[src/rtl/baud_cfg_ctrl.sv]
// Rate-change sequencer for the RX baud generator: waits for an idle receiver, holds the
// generator in reset while the new rate code is applied, then confirms it ticks again.
module baud_cfg_ctrl #(
  parameter int          HOLD_CYCLES    = 4,
  parameter int          VERIFY_TIMEOUT = 50000,
  parameter logic [1:0]  DEFAULT_RATE   = 2'b00
) (
  input  logic       clock,
  input  logic       reset,
  input  logic       cfg_req,
  input  logic [1:0] cfg_rate,
  output logic       cfg_busy,
  output logic       cfg_ack,
  output logic       cfg_err,
  input  logic       rx_busy,
  output logic       rx_enable,
  input  logic       baud_clk,
  output logic [1:0] baud_rate,
  output logic       gen_reset_n
);

  localparam int CNT_MAX = (HOLD_CYCLES > VERIFY_TIMEOUT) ? HOLD_CYCLES : VERIFY_TIMEOUT;
  localparam int CNT_W   = $clog2(CNT_MAX + 1);
  localparam logic [CNT_W-1:0] HOLD_LAST   = CNT_W'(HOLD_CYCLES - 1);
  localparam logic [CNT_W-1:0] VERIFY_LAST = CNT_W'(VERIFY_TIMEOUT - 1);
  localparam logic [CNT_W-1:0] CNT_SAT     = CNT_W'(CNT_MAX);
  localparam logic [CNT_W-1:0] CNT_ONE     = CNT_W'(1);
  localparam logic [CNT_W-1:0] CNT_ZERO    = CNT_W'(0);

  typedef enum logic [2:0] {
    BOOT      = 3'd0,
    IDLE      = 3'd1,
    WAIT_IDLE = 3'd2,
    HOLD      = 3'd3,
    VERIFY    = 3'd4
  } state_t;

  state_t           state, state_nxt;
  logic [CNT_W-1:0] cnt, cnt_nxt;
  logic [1:0]       pending, pending_nxt, rate_nxt;
  logic             baud_clk_q, baud_edge;
  logic             busy_nxt, ack_nxt, err_nxt, rx_en_nxt, gen_nxt;

  assign baud_edge = baud_clk & ~baud_clk_q;

  // Next-state and next-output logic; every output is registered from these values.
  always_comb begin
    state_nxt   = state;
    cnt_nxt     = (cnt == CNT_SAT) ? cnt : cnt + CNT_ONE;
    pending_nxt = pending;
    rate_nxt    = baud_rate;
    busy_nxt    = cfg_busy;
    ack_nxt     = 1'b0;
    err_nxt     = cfg_err;
    rx_en_nxt   = rx_enable;
    gen_nxt     = gen_reset_n;
    case (state)
      BOOT: begin
        if (cnt >= HOLD_LAST) begin
          state_nxt = IDLE;
          busy_nxt  = 1'b0;
          rx_en_nxt = 1'b1;
          gen_nxt   = 1'b1;
        end else begin
          state_nxt = BOOT;
        end
      end
      IDLE: begin
        if (cfg_req) begin
          pending_nxt = cfg_rate;
          err_nxt     = 1'b0;
          if (cfg_rate == baud_rate) begin
            ack_nxt = 1'b1;
          end else begin
            state_nxt = WAIT_IDLE;
            busy_nxt  = 1'b1;
            rx_en_nxt = 1'b0;
          end
        end else begin
          state_nxt = IDLE;
        end
      end
      WAIT_IDLE: begin
        // The rate code only moves on the edge that also pulls the generator into reset.
        if (!rx_busy) begin
          state_nxt = HOLD;
          rate_nxt  = pending;
          gen_nxt   = 1'b0;
          cnt_nxt   = CNT_ZERO;
        end else begin
          state_nxt = WAIT_IDLE;
        end
      end
      HOLD: begin
        if (cnt >= HOLD_LAST) begin
          state_nxt = VERIFY;
          gen_nxt   = 1'b1;
          cnt_nxt   = CNT_ZERO;
        end else begin
          state_nxt = HOLD;
        end
      end
      VERIFY: begin
        if (baud_edge) begin
          state_nxt = IDLE;
          ack_nxt   = 1'b1;
          busy_nxt  = 1'b0;
          rx_en_nxt = 1'b1;
        end else if (cnt >= VERIFY_LAST) begin
          // Timed out: finish anyway with the new rate kept, flagging the error.
          state_nxt = IDLE;
          ack_nxt   = 1'b1;
          err_nxt   = 1'b1;
          busy_nxt  = 1'b0;
          rx_en_nxt = 1'b1;
        end else begin
          state_nxt = VERIFY;
        end
      end
      default: begin
        state_nxt = BOOT;
        cnt_nxt   = CNT_ZERO;
        busy_nxt  = 1'b1;
        rx_en_nxt = 1'b0;
        gen_nxt   = 1'b0;
      end
    endcase
  end

  // State, counter and output registers with synchronous reset.
  always_ff @(posedge clock) begin
    baud_clk_q <= baud_clk;
    if (reset) begin
      state       <= BOOT;
      cnt         <= CNT_ZERO;
      pending     <= DEFAULT_RATE;
      baud_rate   <= DEFAULT_RATE;
      gen_reset_n <= 1'b0;
      rx_enable   <= 1'b0;
      cfg_busy    <= 1'b1;
      cfg_ack     <= 1'b0;
      cfg_err     <= 1'b0;
    end else begin
      state       <= state_nxt;
      cnt         <= cnt_nxt;
      pending     <= pending_nxt;
      baud_rate   <= rate_nxt;
      gen_reset_n <= gen_nxt;
      rx_enable   <= rx_en_nxt;
      cfg_busy    <= busy_nxt;
      cfg_ack     <= ack_nxt;
      cfg_err     <= err_nxt;
    end
  end

endmodule

[config.mk]
export PLATFORM = sky130hd
export DESIGN_NAME = baud_cfg_ctrl
export DESIGN_NICKNAME = d
export VERILOG_FILES = /design/src/rtl/baud_cfg_ctrl.sv
export SDC_FILE = /design/constraint.sdc
export NUM_CORES = 1
export LEC_CHECK = 0
export BUFFER_PORTS_ARGS = -buffer_cell sky130_fd_sc_hd__buf_4
export CORE_ASPECT_RATIO = 1.5
export CORE_MARGIN = 2
export CORE_UTILIZATION = 30
export DETAILED_ROUTE_END_ITERATION = 10
export PLACE_DENSITY_LB_ADDON = 0.3
export SETUP_SLACK_MARGIN = 0.1
export SYNTH_ARGS = -nofsm -noshare
export SYNTH_HDL_FRONTEND = slang
export SYNTH_SLANG_ARGS = --single-unit
[constraint.sdc]
create_clock -name clock -period 2.2 [get_ports clock]
set_input_delay 0.11 -clock clock [delete_from_list [all_inputs] [get_ports clock]]
set_output_delay 0.11 -clock clock [all_outputs]
set_load 0.01 [all_outputs]
==> metrics <==
setup ws final=0.248 ns; Post-Syn Instances=172; crit start category=register; Site Rows=31; NumNets Final=200; Critical R2R Launch=cnt[10]; clk sinks=29; leakage power=0.620 nW; pin count of the biggest net entering global routing=17; Slew @ Worst Pin=0.511 ns; clock tree buffer depth=2; GRT Util Overall=13.3%; # placed instances=249; Antenna Cells=0; met1 Use GR=13.2%; Die X=60.9 µm; vias in the first global route=1197; first-pass GRT wire length=5240 µm; DR iter-0 viols=35; DIE AREA=0.00544 mm²; grt met3 use=3.04%; post-synthesis net count=181; core footprint=0.00473 mm²; most common cell in the netlist=nor2_1; number of nets still failing antenna checks after routing=0; gr busiest metal=met2; share of layout cells above drive strength 1=16.7%; setup fix buffers added after clock tree synthesis=0; synth warn=0; Post-Layout Cell Count=258; CP Launch Point=cnt[10]; RSZ-0062 raised after global routing=false; Worst VDD drop=0.274 mV; TritonCTS clock tree=done; Yosys cell types=37; Setup WS pre-CTS=0.247 ns; clock-pin slew on the worst setup and hold paths=0.07 ns; Pwr Density=681 mW/mm²; CP Class=reg -> reg; Avg Vias per Cell=4.81; post-synthesis cell area=0.00146 mm²; Synth async-reset ratio=0%; PortBufs=13; Area Overhead vs Synth=19.3%; met2 usage=24.2%; Final Setup Violations=0; number of synthesized register bits=29; Synth area leaders=dfxtp_1, nor2_1, xnor2_1; Starting Density=30.8%; worst hold endpoint=cfg_err; Slew headroom=65.6%; top-area cell type share of the netlist area=39.9%; Final Critical Period=1.95 ns; fin crit share=88.7%; Reg2Reg Depth=5; die height=89.3 µm; hold slack=0.0807 ns; most common library cells after synthesis=nor2_1, dfxtp_1, nand2_1; Slew Limit Fails=0; Min-Delay Path Class=in -> reg; Synth Area per Inst=8.46 µm²; Post-synth EDFFs=0; Required @ worst endpoint=2.38 ns; DP HPWL=2330 µm; register area=581 µm²; Pre-Repair DR Iteration Count=4; clock latency on the worst-skew pair=0.28 ns; vias=1241; DRC=0; status=completed; crit path DAT=2.13 ns; depth of the CTS H-tree=2; largest area contributor in the netlist=dfxtp_1; filler instances=524; sequential share of the synthesized area=39.9%; total grt overflow=0; antenna violations before repair=0; drt total wl=3090 µm; number of cells on the worst hold path=2; RR Endpoint=rx_enable; area of the multi-input gates=827 µm²; CP Max Fanout=7; max cap viols=0; I/O Pins=14; FMAX=512 MHz; Main synth FF type=dfxtp_1; hold path start=reset; Worst Setup End Kind=register; wire length per cell=12.0 µm; RD Place Congestion=0.877; Clock Tree Root=clkbuf_8; clk_skew=0.00834 ns; final hold vios=0; R2R setup slack=0.25 ns; post-route setup TNS=0 ns; CTS Buf Count=5
==> final cells by class <==
class | instances | share of cell area (%)
flip-flops and latches | 29 | 33.4
multi-input cells | 129 | 47.6
clock inverters | 2 | 0.576
clock buffers | 6 | 4.18
well taps | 66 | 4.76
inverters | 9 | 1.95
repair buffers | 17 | 7.49
==> metal layers <==
layer	wire (µm)	vias to the layer above
met1	1220	570
met3	100	10
met5	0	-
met4	124	0
met2	1650	30
li1	-	631
==> worst max-delay path, stage by stage, from the launching register on <==
cell	delay, ns
dfxtp_1	0.37
or4_1	0.61
and3_1	0.25
nor4_1	0.34
a21oi_1	0.11
o21ba_1	0.19
==> cell usage in the layout, fill, tap and decap left out, types with 2 or more instances in the layout <==
cell type / instances
ha_1: 2
and3_1: 4
a31oi_1: 2
and2_1: 2
buf_4: 16
nor4_2: 3
or4_1: 3
nor2_1: 34
clkinv_2: 2
xnor2_1: 10
nand4_1: 3
o21ai_0: 3
dfxtp_1: 29
xor2_1: 7
nand2_1: 13
mux2i_1: 4
nor4_1: 2
nand3_1: 5
nor3_1: 4
inv_1: 9
nor2b_1: 3
o21bai_1: 4
a21oi_1: 8
clkbuf_8: 5
==> report_power, final <==
group | internal (mW) | switching (mW)
Combinational | 0.0877 | 0.0972
Sequential | 0.553 | 0.0283
Clock | 0.218 | 0.197
Total | 0.859 | 0.323
==> worst max-delay path by stage <==
stage	slack, ns	depth (start not counted)	to
global placement	0.29	5	rx_enable
global route	0.13	5	rx_enable
floorplan	0.28	6	state[0]
detailed placement	0.25	5	rx_enable
CTS	0.25	5	rx_enable
finish	0.25	5	rx_enable
==> repair_timing <==
item | in CTS | in global routing
endpoints found under the setup margin | 0 | 1
resized for setup | 0 | 1
endpoints found under the hold margin | 1 | 0
hold buffers | 1 | 0
==> metrics by stage <==
| step | total power, mW | instance area [µm²] | utilization [%] |
|---|---|---|---|
| 3_3_place_gp | 0.778 | 1640 | 34.6 |
| 2_1_floorplan | 0.708 | 1460 | - |
| 6_report | 1.18 | 1740 | 36.7 |
| 5_1_grt | 1.24 | 1740 | 36.7 |
| 4_1_cts | 1.20 | 1730 | 36.6 |
| 3_5_place_dp | 0.777 | 1640 | 34.6 |
==> flip-flops by register name, summed over array words and instances, names as in the netlist <==
register / count
state: 3
cfg_err: 1
pending: 2
cfg_ack: 1
rx_enable: 1
baud_rate: 2
cnt: 16
cfg_busy: 1
gen_reset_n: 1
baud_clk_q: 1
==> logic make-up after synthesis <==
logic type / count (synthesis) / synth area share (%)
compound gates: 25 / 13.8
mux: 4 / 2.75
simple gates: 81 / 27.9
buf+inv: 14 / 3.70
flops: 29 / 39.9
xor+xnor: 17 / 10.2
fa+ha+maj: 2 / 1.72
(Power assumes the default switching activity.)
